### config.mk
export PLATFORM = sky130hd
export DESIGN_NAME = zwait_arb
export DESIGN_NICKNAME = d
export VERILOG_FILES = /design/src/rtl/zwait_arb.sv
export SDC_FILE = /design/constraint.sdc
export NUM_CORES = 1
export LEC_CHECK = 0
export CAP_MARGIN = 10
export CORE_MARGIN = 2
export CORE_UTILIZATION = 42
export DETAILED_ROUTE_END_ITERATION = 6
export GPL_ROUTABILITY_DRIVEN = 0
export PLACE_DENSITY = 0.83
export SLEW_MARGIN = 5
export SYNTH_ARGS = -nofsm -noshare
export SYNTH_HDL_FRONTEND = slang
export SYNTH_SLANG_ARGS = --single-unit
### constraint.sdc
create_clock -name fclk -period 4.2 [get_ports fclk]
set_input_delay 1.26 -clock fclk [delete_from_list [all_inputs] [get_ports fclk]]
set_output_delay 1.26 -clock fclk [all_outputs]
set_load 0.01 [all_outputs]
### src/rtl/zwait_arb.sv
// zwait_arb: Z80 wait-request arbiter, single clock domain (fclk).
//
// Collects single-cycle wait strobes from up to NSRC Z80-side sources and
// serves them one at a time in round-robin order. While a source is served
// the Z80 is held in WAIT (wait_n low) and the AVR is interrupted
// (spiint_n low). The service ends on the AVR's wait_end strobe or,
// optionally, on a timeout.
//
// Optional feature macro: ZWAIT_TIMEOUT_EN
//   defined   - timeout counter present; SERVE also ends after tmo_limit
//               cycles (tmo_limit = 0 disables it); tmo_flag records it.
//   undefined - no counter; tmo_limit/tmo_clr ignored; tmo_flag tied 0.
//
// Parameters:
//   NSRC  - number of wait sources (2..7)
//   TMO_W - width of the timeout counter and of tmo_limit
//
// Ports:
//   fclk      in   system clock
//   rst       in   synchronous reset, active-high
//   wait_req  in   [NSRC]  request strobes, bit i = source i
//   wait_mask in   [NSRC]  per-source enable, 1 = enabled
//   wait_end  in   acknowledge strobe from the SPI/AVR side
//   tmo_limit in   [TMO_W] timeout length in fclk cycles, 0 = disabled
//   tmo_clr   in   clears tmo_flag
//   waits     out  [7]     one-hot of the source in service, 0 when none
//   wait_src  out  [3]     id of the source in service (holds last value)
//   pending   out  [NSRC]  latched requests not yet served
//   wait_n    out  Z80 WAIT, active-low
//   spiint_n  out  AVR interrupt, active-low
//   tmo_flag  out  sticky flag, set when a service ended by timeout

module zwait_arb #(
  parameter int NSRC  = 7,
  parameter int TMO_W = 16
) (
  input  logic             fclk,
  input  logic             rst,
  input  logic [NSRC-1:0]  wait_req,
  input  logic [NSRC-1:0]  wait_mask,
  input  logic             wait_end,
  input  logic [TMO_W-1:0] tmo_limit,
  input  logic             tmo_clr,
  output logic [6:0]       waits,
  output logic [2:0]       wait_src,
  output logic [NSRC-1:0]  pending,
  output logic             wait_n,
  output logic             spiint_n,
  output logic             tmo_flag
);

  typedef enum logic [1:0] {IDLE, SERVE, RELEASE} state_t;

  state_t          state, state_d;
  logic [2:0]      last_src, last_src_d;
  logic [6:0]      waits_d;
  logic [2:0]      wait_src_d;
  logic [NSRC-1:0] pending_d;
  logic [NSRC-1:0] clr;
  logic            wait_n_d, spiint_n_d;
  logic            tmo_hit;
  logic [2:0]      grant, grant_hi, grant_lo;
  logic            found_hi;

  // Round-robin pick: the lowest pending source above last_src wins;
  // if there is none, wrap around to the lowest pending source overall.
  // Scanning downward lets the last assignment be the lowest index.
  always_comb begin
    grant_hi = '0;
    grant_lo = '0;
    found_hi = 1'b0;
    for (int i = NSRC - 1; i >= 0; i--) begin
      if (pending[i]) begin
        grant_lo = 3'(i);
        if (i > int'(last_src)) begin
          grant_hi = 3'(i);
          found_hi = 1'b1;
        end
      end
    end
    grant = found_hi ? grant_hi : grant_lo;
  end

`ifdef ZWAIT_TIMEOUT_EN
  logic [TMO_W-1:0] tmo_cnt;

  // The counter sits at zero outside SERVE, so it is zero on the first
  // SERVE cycle; reaching limit-1 means this is the limit-th SERVE cycle.
  assign tmo_hit = (state == SERVE) && (tmo_limit != '0) &&
                   (tmo_cnt == tmo_limit - TMO_W'(1));

  // Timeout counter and sticky flag; a timeout that coincides with
  // wait_end is treated as a normal end, and a set beats a clear.
  always_ff @(posedge fclk) begin
    if (rst) begin
      tmo_cnt  <= '0;
      tmo_flag <= 1'b0;
    end else begin
      if (state == SERVE) tmo_cnt <= tmo_cnt + TMO_W'(1);
      else                tmo_cnt <= '0;
      if (tmo_hit && !wait_end) tmo_flag <= 1'b1;
      else if (tmo_clr)         tmo_flag <= 1'b0;
    end
  end
`else
  logic unused_tmo;

  assign tmo_hit    = 1'b0;
  assign tmo_flag   = 1'b0;
  assign unused_tmo = ^{tmo_limit, tmo_clr};
`endif

  // Next-state and next-output logic. Outputs are computed one cycle
  // ahead so that every output comes straight from a flop.
  always_comb begin
    state_d    = state;
    waits_d    = waits;
    wait_src_d = wait_src;
    last_src_d = last_src;
    wait_n_d   = wait_n;
    spiint_n_d = spiint_n;
    clr        = '0;
    case (state)
      IDLE: begin
        if (|pending) begin
          state_d    = SERVE;
          waits_d    = 7'b1 << grant;
          wait_src_d = grant;
          last_src_d = grant;
          wait_n_d   = 1'b0;
          spiint_n_d = 1'b0;
        end
      end
      SERVE: begin
        if (wait_end || tmo_hit) begin
          state_d    = RELEASE;
          clr        = waits[NSRC-1:0];
          waits_d    = '0;
          wait_n_d   = 1'b1;
          spiint_n_d = 1'b1;
        end
      end
      RELEASE: state_d = IDLE;
      default: state_d = IDLE;
    endcase
    // The served source's bit is dropped only as SERVE ends, so a repeat
    // strobe from it during SERVE is absorbed rather than queued again.
    pending_d = (pending | (wait_req & wait_mask)) & wait_mask & ~clr;
  end

  // State and output registers.
  always_ff @(posedge fclk) begin
    if (rst) begin
      state    <= IDLE;
      waits    <= '0;
      wait_src <= '0;
      last_src <= 3'(NSRC - 1);
      pending  <= '0;
      wait_n   <= 1'b1;
      spiint_n <= 1'b1;
    end else begin
      state    <= state_d;
      waits    <= waits_d;
      wait_src <= wait_src_d;
      last_src <= last_src_d;
      pending  <= pending_d;
      wait_n   <= wait_n_d;
      spiint_n <= spiint_n_d;
    end
  end

endmodule

==> flow_summary.json <==
{
  "r2r_cells": 5,
  "cts-resized-gates": 0,
  "cpMaxStageDelayCell": "clkdlybuf4s50_1",
  "synth_fp_nets": 163,
  "cts_tree": "done",
  "synth_cell_type_count": 38,
  "reg2reg_to": "waits[5]",
  "yosysMostFrequentCell": "dfxtp_1",
  "drt_iter0_markers": 38,
  "cts.hold.buffers_added": 0,
  "hold_class": "reg2reg",
  "synth_edf_count": 0,
  "rsz0062_at_grt": "false",
  "async_flop_share_pct": 0,
  "finClkSkew_ns": 0.002345,
  "hold_end": "pending[0]",
  "nets": 195,
  "fin_util_pct": 59.74,
  "via_count": 1099,
  "grt_overflow": 0,
  "critPathKind": "reg2out",
  "worst_setup_path_start_kind": "flip-flop",
  "layout-drive-gt1-share_pct": 6.250,
  "synthTopCellsByArea": "dfxtp_1 (41%), a21oi_1 (7.4%), o211ai_1 (5.5%), o31ai_1 (4.8%), nand2_1 (4.1%)",
  "first_pass_iters": 4,
  "boundaryPins": 54,
  "power_density_mw_per_mm2": 353.1,
  "hold_depth": 1,
  "critPathMaxStageDelay_ns": 0.63,
  "path_buf_inv": 1,
  "cp_top_family": "buffers and inverters",
  "final.setup.tns_ns": 0,
  "crit_path_max_fanout": 10,
  "layout.cells.non_filler": 190,
  "route.detailed.drc": 0,
  "synth_common_cells": "dfxtp_1 (22), a21oi_1 (16), nand2_1 (12), nor2_1 (9), o211ai_1 (8)",
  "yosys.area.top_type_share_pct": 40.51,
  "syn_area_per_cell_sq_um": 8.429,
  "ys_seq_area_share_pct": 40.51,
  "hold_viol": 0,
  "setup_violations": 0,
  "cts-root-buf": "clkbuf_4",
  "cp_data_arrival_time_ns": 1.54,
  "dpl_cell_area_sq_mm": 0.001430,
  "ant_nets": 0,
  "cts_htree_levels": 1,
  "ff2ff_setup_slack_ns": 2.11,
  "grt_pass1_wl_um": 4464,
  "reg2reg_from": "last_src[2]",
  "die_height_um": 54.88,
  "post-route-period-util_pct": 66.69,
  "relSlewSlack_pct": 60.89,
  "fin_crit_ns": 2.801,
  "finalInstanceArea_sq_mm": 0.001466,
  "die_w_um": 54.88,
  "portBuffers": 35,
  "tightest_slew_ns": 0.5813,
  "wl_um": 2817,
  "ys_ff_latch": 22,
  "dp_hpwl_um": 2121,
  "antenna_cells": 0,
  "required_ns": 2.94,
  "synth_area_sq_mm": 0.001087,
  "row_count": 18,
  "wire_per_inst_um": 14.83,
  "outcome": "finished, final reports clean",
  "clk_pin_slew_ns": 0.12,
  "cts_buffers": 3,
  "synth_top_flop_cell": "dfxtp_1",
  "p_leak_nw": 0.5323,
  "start_util_pct": 44.29,
  "cts_sinks": 22,
  "track_usage_pct": 20.80,
  "cp-end-kind": "output port",
  "path_cells": "clkdlybuf4s50_1",
  "grt_pass1_vias": 1012,
  "syn_inst": 129,
  "grt_max_degree": 14,
  "clk_path_buf_depth": 2,
  "drv_cap": 0,
  "synth_top_area_cell": "dfxtp_1",
  "cts_setup_buffers": 0,
  "clk_latency_ns": 0.31,
  "antenna_found_initial": 0,
  "die_area_sq_mm": 0.003012,
  "dp_cells": 186,
  "min_from": "waits[0]",
  "ir_drop_mv": 0.2903,
  "max_freq_mhz": 357.0,
  "routed_via_density": 5.784,
  "slew_violations": 0,
  "yosysWarnings": 0,
  "core_area_sq_mm": 0.002455,
  "syn2layout_area_growth_pct": 34.87
}
[cell usage in the layout (no fill, tap or decap), types with 2 or more instances in the layout]
| cell type | count |
|---|---|
| a21oi_1 | 16 |
| and2_1 | 2 |
| clkbuf_4 | 3 |
| clkdlybuf4s50_1 | 35 |
| dfxtp_1 | 22 |
| inv_1 | 4 |
| nand2_1 | 12 |
| nand2b_1 | 4 |
| nand4b_1 | 2 |
| nor2_1 | 9 |
| nor2b_1 | 3 |
| nor3_1 | 2 |
| o211ai_1 | 8 |
| o21ai_0 | 6 |
| o21ai_1 | 2 |
| o21bai_1 | 2 |
| o31ai_1 | 7 |
[stage by stage]
stage / hold slack [ns] / power [mW] / setup slack (ns)
6_report: 0.4711 / 0.5178 / 1.399
5_1_grt: 0.4951 / 0.5419 / 1.359
4_1_cts: 0.4708 / 0.5132 / 1.424
3_5_place_dp: 0.4537 / 0.4010 / 1.491
3_3_place_gp: 0.4441 / 0.3967 / 1.513
2_1_floorplan: 0.4745 / 0.3409 / 2.054
[cells by family (layout without fill, tap and decap cells)]
logic type / after synthesis / count (layout) / synth area share, %
compound gates: 52 / 52 / 31.99
simple gates: 42 / 42 / 21.64
flops: 22 / 22 / 40.51
buf+inv: 12 / 43 / 5.523
other cells: 1 / 1 / 0.3449
[where the power goes]
part           total [mW]  internal [mW]  switching, mW
registers           0.256          0.228         0.0275
clock network       0.120         0.0530         0.0665
logic               0.143         0.0744         0.0684
[per-layer routing]
layer,vias up,share of wire (%),GRT usage [%]
met5,-,0,0
met4,0,2.0,9.583
met3,9,6.7,4.645
met2,49,48,33.33
met1,504,44,26.30
li1,537,-,-
[cell type report]
cell class / count / area [sq um]
flip-flops and latches: 22 / 440.4
clock buffers: 4 / 36.28
multi-input cells: 95 / 586.8
repair buffers: 35 / 350.3
fillers: 217 / 988.4
well taps: 30 / 37.54
inverters: 4 / 15.01
[registers in the layout, indices dropped and copies added (netlist names)]
name / count
spiint_n: 1
wait_src: 3
waits: 7
pending: 7
last_src: 2
state: 2
[how the worst max path moves through the flow]
stage / startpoint / cells after the start / end / slack (ns)
2_1_floorplan: wait_end / 5 / waits[0] / 2.05
3_3_place_gp: wait_end / 5 / waits[1] / 1.51
3_5_place_dp: wait_end / 5 / waits[5] / 1.49
4_1_cts: pending[5] / 1 / pending[5] / 1.42
5_1_grt: pending[5] / 1 / pending[5] / 1.36
6_report: pending[5] / 1 / pending[5] / 1.40
Note: power is estimated with default switching activity, not from simulation.
